<file path="config.mk">
export PLATFORM = sky130hd
export DESIGN_NAME = load_store_unit
export DESIGN_NICKNAME = d
export VERILOG_FILES = /design/src/rtl/load_store_unit.sv
export SDC_FILE = /design/constraint.sdc
export NUM_CORES = 1
export LEC_CHECK = 0
export ABC_AREA = 1
export CELL_PAD_IN_SITES_DETAIL_PLACEMENT = 1
export CELL_PAD_IN_SITES_GLOBAL_PLACEMENT = 1
export CORE_MARGIN = 3
export CORE_UTILIZATION = 37
export CTS_BUF_LIST = sky130_fd_sc_hd__clkbuf_4
export CTS_CLUSTER_SIZE = 28
export DETAILED_ROUTE_END_ITERATION = 16
export PLACE_DENSITY = 0.8
export REMOVE_ABC_BUFFERS = 1
export SYNTH_ARGS = -nofsm -noshare
export SYNTH_HDL_FRONTEND = slang
export SYNTH_SLANG_ARGS = --single-unit
</file>
<file path="constraint.sdc">
create_clock -name clk -period 3.29 [get_ports clk]
set_input_delay 0.329 -clock clk [delete_from_list [all_inputs] [get_ports clk]]
set_output_delay 0.329 -clock clk [all_outputs]
set_load 0.1 [all_outputs]
</file>
<file path="src/rtl/load_store_unit.sv">
// Byte-addressed RISC-V load/store front end for a word-organised memory.
// Sub-word stores are done as read-modify-write; faulting requests never strobe memory.
module load_store_unit #(
    parameter int ADDR_WIDTH = 15
) (
    input  logic                  clk,
    input  logic                  reset,
    input  logic                  Req,
    output logic                  Ready,
    input  logic                  IsStore,
    input  logic [2:0]            Funct3,
    input  logic [ADDR_WIDTH-1:0] ByteAddress,
    input  logic [31:0]           StoreData,
    output logic [31:0]           LoadData,
    output logic                  Done,
    output logic                  Fault,
    output logic [ADDR_WIDTH-3:0] MemAddress,
    output logic [31:0]           MemWriteData,
    output logic                  MemReadEnable,
    output logic                  MemWriteEnable,
    input  logic [31:0]           MemReadData
);

    typedef enum logic [1:0] {
        S_IDLE  = 2'd0,
        S_READ  = 2'd1,
        S_WRITE = 2'd2,
        S_DONE  = 2'd3
    } state_t;

    state_t state, state_nxt;

    logic        req_store;
    logic [2:0]  req_f3;
    logic [1:0]  req_off;
    logic [31:0] req_data;

    logic        req_bad;
    logic        ready_nxt, rd_nxt, wr_nxt, done_nxt, fault_nxt;

    function automatic logic request_bad(input logic st, input logic [2:0] f3,
                                         input logic [1:0] off);
        logic legal;
        logic misaligned;
        if (st)
            legal = (f3 == 3'b000) || (f3 == 3'b001) || (f3 == 3'b010);
        else
            legal = (f3 == 3'b000) || (f3 == 3'b001) || (f3 == 3'b010) ||
                    (f3 == 3'b100) || (f3 == 3'b101);
        misaligned = 1'b0;
        if (f3[1:0] == 2'b01)
            misaligned = off[0];
        else if (f3[1:0] == 2'b10)
            misaligned = (off != 2'b00);
        return !legal || misaligned;
    endfunction

    function automatic logic [31:0] extend_load(input logic [31:0] word, input logic [2:0] f3,
                                                input logic [1:0] off);
        logic [7:0]  b;
        logic [15:0] h;
        logic [31:0] result;
        b = word[{off, 3'b000} +: 8];
        h = off[1] ? word[31:16] : word[15:0];
        case (f3)
            3'b000:  result = {{24{b[7]}}, b};
            3'b001:  result = {{16{h[15]}}, h};
            3'b100:  result = {24'd0, b};
            3'b101:  result = {16'd0, h};
            default: result = word;
        endcase
        return result;
    endfunction

    // Replace only the addressed lane(s); untouched bytes come from the word just read.
    function automatic logic [31:0] merge_store(input logic [31:0] word, input logic [31:0] data,
                                                input logic [1:0] size, input logic [1:0] off);
        logic [31:0] result;
        result = word;
        case (size)
            2'b00: result[{off, 3'b000} +: 8] = data[7:0];
            2'b01: begin
                if (off[1])
                    result[31:16] = data[15:0];
                else
                    result[15:0] = data[15:0];
            end
            default: result = data;
        endcase
        return result;
    endfunction

    assign req_bad = request_bad(IsStore, Funct3, ByteAddress[1:0]);

    always_ff @(posedge clk or negedge reset) begin
        if (!reset) begin
            state          <= S_IDLE;
            Ready          <= 1'b1;
            MemReadEnable  <= 1'b0;
            MemWriteEnable <= 1'b0;
            Done           <= 1'b0;
            Fault          <= 1'b0;
        end else begin
            state          <= state_nxt;
            Ready          <= ready_nxt;
            MemReadEnable  <= rd_nxt;
            MemWriteEnable <= wr_nxt;
            Done           <= done_nxt;
            Fault          <= fault_nxt;
        end
    end

    always_comb begin
        state_nxt = state;
        case (state)
            S_IDLE: begin
                if (Req) begin
                    if (req_bad)
                        state_nxt = S_DONE;
                    else if (!IsStore)
                        state_nxt = S_READ;
                    else if (Funct3[1:0] == 2'b10)
                        state_nxt = S_WRITE;
                    else
                        state_nxt = S_READ;
                end
            end
            S_READ:  state_nxt = req_store ? S_WRITE : S_DONE;
            S_WRITE: state_nxt = S_DONE;
            S_DONE:  state_nxt = S_IDLE;
            default: state_nxt = S_IDLE;
        endcase
    end

    // Outputs are decoded from the next state and registered, so strobes leave flops cleanly.
    always_comb begin
        ready_nxt = (state_nxt == S_IDLE);
        rd_nxt    = (state_nxt == S_READ);
        wr_nxt    = (state_nxt == S_WRITE);
        done_nxt  = (state_nxt == S_DONE);
        fault_nxt = (state == S_IDLE) && Req && req_bad;
    end

    always_ff @(posedge clk) begin
        if (state == S_IDLE && Req) begin
            req_store <= IsStore;
            req_f3    <= Funct3;
            req_off   <= ByteAddress[1:0];
            req_data  <= StoreData;
        end
    end

    always_ff @(posedge clk or negedge reset) begin
        if (!reset) begin
            MemAddress   <= '0;
            MemWriteData <= '0;
            LoadData     <= '0;
        end else begin
            if (state == S_IDLE && Req)
                MemAddress <= ByteAddress[ADDR_WIDTH-1:2];
            if (state == S_IDLE && state_nxt == S_WRITE)
                MemWriteData <= StoreData;
            else if (state == S_READ && req_store)
                MemWriteData <= merge_store(MemReadData, req_data, req_f3[1:0], req_off);
            if (state == S_READ && !req_store)
                LoadData <= extend_load(MemReadData, req_f3, req_off);
        end
    end

endmodule

</file>
# Word level (Yosys, flattened, before mapping)
# Index checks and enable logic that the tools add are counted.
dict set report totals {
  reg_bits 122
  input_bits 86
  out_inout_bits 82
  word_cells 69
}
dict set report op_classes {
  n_addsub 1
  eq_ne 16
  n_shift 3
  mux 17
  n_reduce_logical 19
}
# cell n
set op_table {}
lappend op_table {{case mux 32 bit (4 select lines)} 1}
lappend op_table {{2-to-1 mux 32 bit} 2}
lappend op_table {{case mux 32 bit (2 select lines)} 1}
lappend op_table {{2-to-1 mux 16 bit} 3}
lappend op_table {{bitwise mux 32 bit} 1}
lappend op_table {{variable shift 8 x 7 -> 32 bit, first input constant} 1}
lappend op_table {{indexed part select 32 x 6 -> 8 bit} 1}
lappend op_table {{indexed part select 8 x 7 -> 32 bit} 1}
lappend op_table {{== test 3 bit, second input constant} 4}
lappend op_table {{== test 2 bit, second input constant} 5}
lappend op_table {{== test 2 x 1 -> 1 bit, second input constant} 4}
lappend op_table {{2-to-1 mux 2 bit} 4}
lappend op_table {{case mux 2 bit (4 select lines)} 1}
lappend op_table {{negator 5 -> 7 bit} 1}
lappend op_table {{== test 3 x 1 -> 1 bit, second input constant} 2}
lappend op_table {{zero test 2 bit} 3}
lappend op_table {{zero test 3 bit} 2}
lappend op_table {{logical AND 1 bit} 5}
lappend op_table {{logical OR 1 bit} 5}
lappend op_table {{2-to-1 mux 1 bit} 4}
lappend op_table {{nonzero test 2 bit} 2}
lappend op_table {{== test 3 x 2 -> 1 bit, second input constant} 1}
lappend op_table {{zero test 1 bit} 2}

# Longest topological paths before layout
dict set report logic_depth {
  word_depth 14
  ltp_mapped 13
  depth_no_buf 11
}

# Worst setup path before layout
# OpenSTA, ideal clock, no wires.
dict set report synth_timing {
  path_kind {register to register}
  startpoint {register state[0]}
  endpoint {register req_data[0], enable pin}
  setup_time_ns 0.417
  arrival_time_ns 2.209
  t_required_ns 2.873
  setup_slack_ns 0.664
  stages_incl_launch_ff 6
  path_buffers 1
  period_less_slack_ns 2.626
  path_cell_list {dfrtp_1 -> inv_1 -> ha_1 -> nand2_1 -> inv_1 -> clkbuf_1}
}
dict set report synth_via {
  elab_chain_cells 2
}
# element line
set synth_rtl {}
lappend synth_rtl {{start, declared} 31} ;# state_t state, state_nxt;
lappend synth_rtl {{start signal, assigned} 104} ;# state <= state_nxt;
lappend synth_rtl {{zero test 2 bit} 145} ;# if (state == S_IDLE && Req) begin
lappend synth_rtl {{logical AND 1 bit} 145}
lappend synth_rtl {{end signal, assigned} 149} ;# req_data <= StoreData;
lappend synth_rtl {{end, declared} 36} ;# logic [31:0] req_data;
# No other way between the ends.
# A chain may end at the register's enable or synchronous reset.

# Final worst setup path
dict set report layout_timing {
  startpoint {register state[1]}
  endpoint {register MemWriteData[11]}
}
dict set report layout_via {
  elab_chain_cells 5
  word_cells_on_any_way 11
  classes_between {eq/ne (4); mux (3); reduce/logical (4)}
}
# element line
set layout_rtl {}
lappend layout_rtl {{== test 2 bit, or another cell as far along} 115} ;# case (state)
lappend layout_rtl {{case mux 2 bit (4 select lines)} 115}
lappend layout_rtl {{== test 2 bit} 161} ;# if (state == S_IDLE && state_nxt == S_WRITE)
lappend layout_rtl {{logical AND 1 bit} 161}
lappend layout_rtl {{2-to-1 mux 32 bit / nonzero test 2 bit (equally long branches)} -}
lappend layout_rtl {{end signal, assigned} 162} ;# MemWriteData <= StoreData;
lappend layout_rtl {{end signal, assigned} 164} ;# MemWriteData <= merge_store(MemReadData, req_data, req_f3[1:0], req_off);
lappend layout_rtl {{end, declared} 18} ;# output logic [31:0] MemWriteData,
# Several ways; a longest one is shown, not always the timed one.

==> out/qor.txt <==
CLOCK TREE
----------------------------------------------------------------------------
Sinks on the clock net                                                   122
Clock insertion delay at the later pin of the skew report            0.56 ns
CTS tree                                                                done
Number of buffers created by CTS                                          17
Clock transition at the registers of the reported paths              0.11 ns
Post-CTS repair timing setup buffer count                                  0
Clock buffer depth                                                         2
Cell chosen for the clock root                                      clkbuf_4
H-tree levels                                                              4

FLOORPLANNING
----------------------------------------------------------------------------
Width of the die                                                      139 um
Placeable core region                                            17400 sq um
Std cell rows                                                             48
Full die area                                                    19400 sq um
Die Height                                                            139 um
Effective utilization at floorplan                                     37.9%
Number of top-level pins                                                 168

ROUTING
----------------------------------------------------------------------------
Routed len/inst                                                      19.6 um
First-pass DRT Iterations                                                  5
DRC errors left                                                            0
Routed Antenna Nets                                                        0
Vias after detailed routing                                             6321
Post-Route WL                                                       23100 um
Ratio of routed vias to standard cells                                  5.34
Number of DRC violations after detailed-routing iteration 0              474

SYNTHESIS
----------------------------------------------------------------------------
Syn_area_per_cell                                                 8.34 sq um
Top cell type's share of synthesized area                              31.5%
#FFs+latches synth                                                       122
Dominant cell by count in the synthesized netlist                    nand2_1
Biggest area contributors in the synthesized netlist            dfrtp_1, edfxtp_1, nand2_1, a21oi_1, inv_1
Top cells by instance count after synthesis                     nand2_1, dfrtp_1, inv_1
Register area share after synthesis                                    49.3%
Most used flip-flop cell after synthesis                             dfrtp_1
Top cell type by total area after synthesis                          dfrtp_1
Cell count after synthesis                                               790
Distinct cells, synth                                                     34
Total of warnings raised by yosys                                          0
Fraction of registers with async set or reset after synthesis          68.9%
Post-synth design cell area                                       6590 sq um
Post-synth EDFFs                                                          38

SETUP PATH
----------------------------------------------------------------------------
Crit path max fanout                                                      53
Element type at the critical path start                            flip-flop
Required time worst endpoint                                         3.71 ns
Endpoint class of the critical path                                flip-flop
Critical path arrival                                                2.95 ns
Chain of cells forming the critical path                        inv_1, ha_1, inv_1, or2_1, a21oi_4, a21oi_4, nand3_4, nand2_1, o21ai_1
Largest incremental delay on the critical path                       0.57 ns
Highest-delay cell along the critical path                             or2_1
Worst setup path class                                            reg -> reg

PLACED DESIGN
----------------------------------------------------------------------------
Cell Count Post-Placement                                               1149
Number of I/O port buffers                                               167
Final weighted congestion in routability-driven placement              0.864
Estimated wirelength of the detail-placed design                    16700 um

JOB
----------------------------------------------------------------------------
Max-cap violations                                                         0

TIMING
----------------------------------------------------------------------------
Count of endpoints failing setup in the final report                       0
Largest clock skew in the final design                             0.0198 ns
Pins Over Slew Limit                                                       0
Worst slew margin                                                      30.8%
Max Clk Rate                                                         395 MHz
Final Critical Period                                                2.53 ns
Count of final hold-check violations                                       0
Measured slew at the worst slew-check pin                            1.03 ns
Ratio of final minimum period to clock period                          77.0%
Summed negative setup slack over all endpoints                          0 ns
RSZ-0062 raised after global routing                                      no

HOLD PATH
----------------------------------------------------------------------------
Class of the most critical hold timing path                      in -> async

GLOBAL ROUTING
----------------------------------------------------------------------------
Global route overflow                                                      0
Pin count of the biggest net entering global routing                      54
Initial antenna violation count                                            1
First-pass GRT wire length                                          36700 um
Via count of the first global-routing pass                              6462
Global router's overall resource usage                                 24.1%

FINAL LAYOUT
----------------------------------------------------------------------------
Area grow syn2layout                                                   31.1%
Final Non-Filler Cells                                                  1183
Number of nets at the end of the flow                                   1039
Share of layout cells above drive strength 1                           9.09%

STATUS
----------------------------------------------------------------------------
Run status                                                      finished, final reports clean

[per-layer routing]
metal / global-route usage [%] / up-vias / part of all wire, % / wire (um)
met1: 33.1 / 3065 / 44 / 10200
met2: 38.3 / 248 / 47 / 10800
met5: 0 / - / 0 / 0
li1: - / 2978 / - / -
met3: 5.50 / 30 / 7.4 / 1720
met4: 6.85 / 0 / 1.6 / 374
[path summary, 6_finish.rpt]
check / depth (start not counted) / end / slack, ns / start
worst max register to register: 9 / MemWriteData[11] / 0.76 / state[1]
worst min register to register: 2 / MemAddress[5] / 0.49 / MemAddress[5]
max in group asynchronous: 3 / MemAddress[12] / 2.24 / reset
min in group clk: 3 / MemAddress[11] / 0.30 / ByteAddress[13]
worst min-delay path: 2 / LoadData[18] / 0.30 / reset
worst max-delay path: 9 / MemWriteData[11] / 0.76 / state[1]
[cells by family after synthesis]
logic type,Yosys count,synth area share [%]
adder cells (fa/ha/maj),9,1.71
AO/OA/AOI/OAI,206,19.2
AND/OR/NAND/NOR,320,20.8
buffers and inverters,133,8.97
flip-flops,122,49.3
[layout make-up]
cell class | instances | area [sq um]
antenna | 1 | 2.50
sequential | 122 | 3240
clock buffer | 21 | 158
tap | 225 | 282
fill | 2099 | 8720
timing repair buffer | 181 | 1790
inverter | 87 | 329
clock inverter | 11 | 81.3
multi-input combinational | 535 | 2750
[worst max-delay path, delay by kind of cell, from the launching register on]
family / cells / cell delay (ns)
fa+ha+maj: 1 / 0.20
compound gates: 3 / 0.37
simple gates: 3 / 1.29
flops: 1 / 0.38
buf+inv: 2 / 0.14
[state kept, by name, indices dropped and copies added, names as in the netlist, 2 cells and up]
register and cells:
MemAddress 13, req_off 2, req_data 32, req_f3 3, MemWriteData 32, state 2, LoadData 32
[stage by stage]
| stage | hold slack, ns | utilization (%) | instance area, sq um | setup slack, ns |
|---|---|---|---|---|
| finish | 0.299 | 49.7 | 8630 | 0.756 |
| CTS | 0.259 | 49.7 | 8630 | 0.750 |
| floorplan | 0.0334 | - | 6320 | 0.518 |
| global route | 0.262 | 49.7 | 8630 | 0.537 |
| detailed placement | 0.371 | 48.3 | 8380 | 0.775 |
| global placement | 0.373 | 48.3 | 8380 | 0.880 |
[cell usage in the layout, fill, tap and decap left out, types with 3 or more instances in the layout]
| master | n |
|---|---|
| nand2_1 | 202 |
| clkdlybuf4s50_1 | 165 |
| dfrtp_1 | 83 |
| a21oi_1 | 68 |
| inv_1 | 68 |
| nor2_1 | 50 |
| o21ai_0 | 46 |
| edfxtp_1 | 38 |
| nand3_1 | 37 |
| o21ai_1 | 24 |
| o211ai_1 | 24 |
| nand4_1 | 21 |
| clkbuf_4 | 21 |
| inv_2 | 17 |
| a31oi_1 | 15 |
| buf_4 | 14 |
| o22ai_2 | 10 |
| ha_1 | 9 |
| o22a_1 | 8 |
| o22ai_1 | 6 |
| clkinv_2 | 5 |
| clkinv_1 | 4 |
| a21oi_4 | 3 |
| nand2_2 | 3 |
[what timing repair did]
action,in CTS,in global routing
gates resized for setup,0,0
hold endpoints to repair,39,0
hold buffers,1,0
Power is not shown: default switching activity piles up to over one toggle a cycle in this logic, so the estimate is an artifact.
